==> src/rtl/uart_rx_oversampled.sv <==
// 8N1 UART receiver: two-flop synchroniser, mid-bit sampling at a fixed tick count per bit.
// Optional macro UART_RX_MAJORITY_EN: each sample is the 2-of-3 majority of the last three rx_s values.
module uart_rx_oversampled #(
  parameter int TICKS_PER_BIT      = 32,
  parameter int TICKS_PER_BIT_SIZE = 6
) (
  input  logic       i_clk,
  input  logic       i_rst,
  input  logic       i_din,
  output logic [7:0] o_data,
  output logic       o_valid,
  output logic       o_frame_err,
  output logic       o_busy
);

  localparam int W = TICKS_PER_BIT_SIZE;
  localparam logic [W-1:0] TLAST = W'(TICKS_PER_BIT - 1);
  localparam logic [W-1:0] HLAST = W'(TICKS_PER_BIT / 2 - 1);
  localparam logic [W-1:0] TONE  = W'(1);

  typedef enum logic [4:0] {
    IDLE      = 5'b00001,
    START     = 5'b00010,
    DATA      = 5'b00100,
    STOP      = 5'b01000,
    WAIT_HIGH = 5'b10000
  } state_t;

  state_t       state_q;
  logic [W-1:0] tick_q;
  logic [3:0]   bitcnt_q;
  logic [7:0]   shift_q;
  logic [7:0]   data_q;
  logic         valid_q;
  logic         ferr_q;
  logic         sync1_q;
  logic         sync2_q;
  logic         rx_s;
  logic         sample_d;

  assign rx_s = sync2_q;

`ifdef UART_RX_MAJORITY_EN
  // hist_q[0] is rx_s one cycle back, hist_q[1] two cycles back
  logic [1:0] hist_q;

  always_ff @(posedge i_clk) begin
    if (i_rst) hist_q <= 2'b11;
    else       hist_q <= {hist_q[0], rx_s};
  end

  assign sample_d = (hist_q[1] & hist_q[0]) | (hist_q[1] & rx_s) | (hist_q[0] & rx_s);
`else
  assign sample_d = rx_s;
`endif

  always_ff @(posedge i_clk) begin
    if (i_rst) begin
      state_q  <= IDLE;
      tick_q   <= '0;
      bitcnt_q <= '0;
      shift_q  <= '0;
      data_q   <= '0;
      valid_q  <= 1'b0;
      ferr_q   <= 1'b0;
      sync1_q  <= 1'b1;
      sync2_q  <= 1'b1;
    end else begin
      sync1_q <= i_din;
      sync2_q <= sync1_q;
      valid_q <= 1'b0;
      ferr_q  <= 1'b0;
      case (state_q)
        IDLE: begin
          if (!rx_s) begin
            state_q <= START;
            tick_q  <= '0;
          end
        end
        START: begin
          if (tick_q == HLAST) begin
            if (!sample_d) begin
              state_q  <= DATA;
              tick_q   <= '0;
              bitcnt_q <= '0;
            end else begin
              state_q <= IDLE;
            end
          end else begin
            tick_q <= tick_q + TONE;
          end
        end
        DATA: begin
          if (tick_q == TLAST) begin
            tick_q   <= '0;
            shift_q  <= {sample_d, shift_q[7:1]};
            bitcnt_q <= bitcnt_q + 4'd1;
            if (bitcnt_q == 4'd7) state_q <= STOP;
          end else begin
            tick_q <= tick_q + TONE;
          end
        end
        STOP: begin
          if (tick_q == TLAST) begin
            tick_q <= '0;
            data_q <= shift_q;
            // leave mid-stop-bit so a back-to-back start edge is not missed
            if (sample_d) begin
              valid_q <= 1'b1;
              state_q <= IDLE;
            end else begin
              ferr_q  <= 1'b1;
              state_q <= WAIT_HIGH;
            end
          end else begin
            tick_q <= tick_q + TONE;
          end
        end
        WAIT_HIGH: begin
          if (rx_s) state_q <= IDLE;
        end
        default: state_q <= IDLE;
      endcase
    end
  end

  assign o_data      = data_q;
  assign o_valid     = valid_q;
  assign o_frame_err = ferr_q;
  assign o_busy      = (state_q != IDLE);

endmodule

==> config.mk <==
export PLATFORM = sky130hd
export DESIGN_NAME = uart_rx_oversampled
export DESIGN_NICKNAME = d
export VERILOG_FILES = /design/src/rtl/uart_rx_oversampled.sv
export SDC_FILE = /design/constraint.sdc
export NUM_CORES = 1
export LEC_CHECK = 0
export CELL_PAD_IN_SITES_DETAIL_PLACEMENT = 0
export CELL_PAD_IN_SITES_GLOBAL_PLACEMENT = 1
export CORE_ASPECT_RATIO = 0.6
export CORE_MARGIN = 2
export CORE_UTILIZATION = 45
export CTS_BUF_LIST = sky130_fd_sc_hd__clkbuf_8
export DETAILED_ROUTE_END_ITERATION = 7
export HOLD_SLACK_MARGIN = 0.02
export PLACE_DENSITY = 0.87
export SYNTH_ARGS = -nofsm -noshare
export SYNTH_HDL_FRONTEND = slang
export SYNTH_SLANG_ARGS = --single-unit
==> constraint.sdc <==
create_clock -name i_clk -period 3.5 [get_ports i_clk]
set_input_delay 0.35 -clock i_clk [delete_from_list [all_inputs] [get_ports i_clk]]
set_output_delay 0.35 -clock i_clk [all_outputs]
set_load 0.01 [all_outputs]
==> metrics.md <==
| Metric | Value |
|---|---|
| Avg Inst Size Synth | 8.752 sq um |
| Number of global-route vias before repair | 1334 |
| Worst R2R Start | tick_q[0] |
| # IOs | 14 |
| Fmax | 0.4553 GHz |
| Die ar. | 4421 sq um |
| Hold path start | sync1_q |
| Sequential fraction of the synthesis area | 40.03% |
| Antenna cell count | 0 |
| Final core occ | 53.72% |
| CTS max path bufs | 2 |
| Reg2Reg Setup Slack | 1.32 ns |
| Clock Latency Late Sink | around 0.28 ns |
| Core area | 3701 sq um |
| # nets final | between 200 and 250 |
| Grt total ovfl | 0 |
| Ys flop type | dfxtp_1 |
| Worst hold stages | 1 |
| # hold bufs at CTS | 0 |
| Cell area after synthesis | 1750 sq um |
| Fin crit share | roughly 63% |
| Initial drt markers | 118 |
| Num rows | 17 |
| R2R Path End | o_data[0] |
| Slew HR | between 60% and 70% |
| Post-synth EDFFs | 0 |
| H-tree depth | 2 |
| # fillers | 346 |
| First-pass GRT wire length | 6527 um |
| Port Buffers | 13 |
| Largest fanout on the critical path | 14 |
| Critical Path Source Type | flip-flop |
| Register-to-Register Path Depth | 6 |
| Worst min-delay path category | reg -> reg |
| WL per Instance | approximately 15 um |
| CTS resizes | 0 |
| Clk sinks | 35 |
| Slew @ Worst Pin | 0.5610 ns |
| Initial Utilization | 47.30% |
| Hpwl dp | ~2700 um |
| RSZ-0062 raised after global routing | no |
| Min-Delay Endpoint | rx_s |
| Die H | 52.31 um |
| Largest vdd supply drop | 0.2587 mV |
| Final TNS setup | 0 ns |
| Largest net degree at the start of global routing | 29 |
| Post-synthesis async set-or-reset flop share | 0% |
| CTS Buf Count | 5 |
| Initial antenna violation count | 0 |
| Leak Pwr | 0.8097 nW |
| GRT Util Overall | 19.03% |
| Yosys cell types | 52 |
| Final WL | 3877 um |
| # Post-CTS Setup Buffers | 0 |
| Outcome | finished clean |
| Hold slack | between 0.4 and 0.5 ns |
| Detailed Routing Iterations Pass 1 | 4 |
| Synth Net Count | just over 200 |
| CP endpoint kind | output pin |
| Via/cell ratio | 5.785 |
| Die Wd | 84.52 um |
| Clock slew at reported path FFs | 0.07 ns |
| Final setup viols | 0 |
| Max-slew violations | 0 |
| Worst EP arrival | 1.85 ns |
| Via count | between 1000 and 1500 |
| Critical Path RT | 3.15 ns |
| # DRC | 0 |
| Post-route ant nets | 0 |
| CTS tree | done |
| Seq cells post-synth | 35 |
| CP Class | reg -> out |
| PwrDens | 409.2 nW/um^2 |
| Final hold vios | 0 |
| Syn. warnings | 0 |
| Setup Skew | around 0.0058 ns |
| MaxCap Viol Count | 0 |
| Minimum clock period after layout | 2.196 ns |
| Share of cells above drive strength 1 | 9.569% |
| Clock tree root buffer cell | clkbuf_8 |
| Final GP Congestion | 0.8930 |
| Area growth syn-to-layout | 13.58% |
| Syn Inst Count | 200 |
-- report_power, final --
group / switching (mW) / internal [mW] / leakage, nW
clock network: 0.140 / 0.230 / 0.0612
registers: 0.00637 / 0.400 / 0.282
logic: 0.0206 / 0.0153 / 0.466
total: 0.167 / 0.646 / 0.810
-- critical path, stage by stage (launching register included) --
cell             delay [ns]
dfxtp_1                0.47
nor3_1                 0.36
nand3b_1               0.20
clkdlybuf4s50_1        0.54
-- state kept, by name, indices dropped and copies added (netlist names) --
signal	count
tick_q	6
o_frame_err	1
bitcnt_q	4
state_q	5
o_valid	1
o_data	8
shift_q	8
sync1_q	1
rx_s	1
-- area by class of cell --
| type | count | area (sq um) | share of cell area (%) |
|---|---|---|---|
| Clock inverter | 2 | 35.03 | 1.762 |
| Multi-Input combinational cell | 151 | 969.7 | 48.77 |
| Tap cell | 47 | 58.81 | 2.958 |
| Timing Repair Buffer | 14 | 137.6 | 6.923 |
| Clock buffer | 6 | 82.58 | 4.154 |
| Sequential cell | 35 | 700.7 | 35.24 |
| Inverter | 1 | 3.754 | 0.1888 |
-- worst max-delay path by stage --
stage,startpoint,cells after the start,end
after floorplan,tick_q[0],6,state_q[4]
after global placement,tick_q[0],6,o_data[7]
after detailed placement,tick_q[0],6,o_data[0]
after CTS,state_q[2],3,o_busy
after global routing,tick_q[0],6,o_data[2]
final,state_q[2],3,o_busy
-- cell usage after synthesis, types with 2 or more instances --
library cell	count	share of area [%]
nor2_1	30	6.4
a21oi_1	12	3.4
nand2_1	10	2.1
nand3_1	4	1.1
buf_4	2	0.86
a31oi_1	2	0.71
nor3_1	5	1.4
dfxtp_1	35	40
xnor2_1	2	1.0
clkbuf_1	5	1.1
buf_6	2	1.3
or3_1	2	0.71
ha_1	2	1.4
nor2b_1	2	0.71
xor2_1	2	1.0
and2_1	2	0.71
buf_2	3	0.86
or2_2	4	1.4
or3b_1	2	1.0
mux2i_1	19	11
nor3b_1	2	0.86
nor4_1	3	1.1
nand2b_1	4	1.4
or4_1	2	0.86
o21ai_0	15	4.3
-- kinds of logic after synthesis --
| logic type | synth area share, % |
|---|---|
| simple gates | 26.52 |
| flops | 40.03 |
| compound gates | 14.58 |
| buf+inv | 4.574 |
| fa+ha+maj | 1.429 |
| mux | 10.86 |
| xor+xnor | 2.002 |
-- layer usage --
metal / GRT usage, % / routed length, um / vias to the layer above
met4: 3.968 / 7 / 0
met5: 0 / 0 / -
li1: - / - / 728
met1: 26.97 / 1963 / 701
met3: 5.512 / 238 / 2
met2: 28.87 / 1668 / 50
-- placed cells by master (no fill, tap or decap), types with 2 or more instances in the layout --
master	synthesis	layout
dfxtp_1	35	35
nor2_1	30	30
mux2i_1	19	19
o21ai_0	15	15
clkdlybuf4s50_1	0	13
a21oi_1	12	12
nand2_1	10	10
clkbuf_8	0	6
nor3_1	5	5
nand2b_1	4	4
nand3_1	4	4
or2_2	4	4
nor4_1	3	3
or3_1	2	2
nor3b_1	2	2
xnor2_1	2	2
a31oi_1	2	2
and2_1	2	2
xor2_1	2	2
nor2b_1	2	2
or3b_1	2	2
or4_1	2	2
ha_1	2	2
-- stage by stage --
stage	power (mW)	cell area (sq um)	setup slack, ns	cells
after floorplan	0.4406	1750	1.670	200
after global placement	0.4491	1871	1.425	248
after detailed placement	0.4505	1871	1.350	248
after CTS	0.8194	1988	1.325	256
after global routing	0.8392	1988	1.151	256
final	0.8136	1988	1.304	256
No activity file was read; power rests on OpenSTA's default activity.
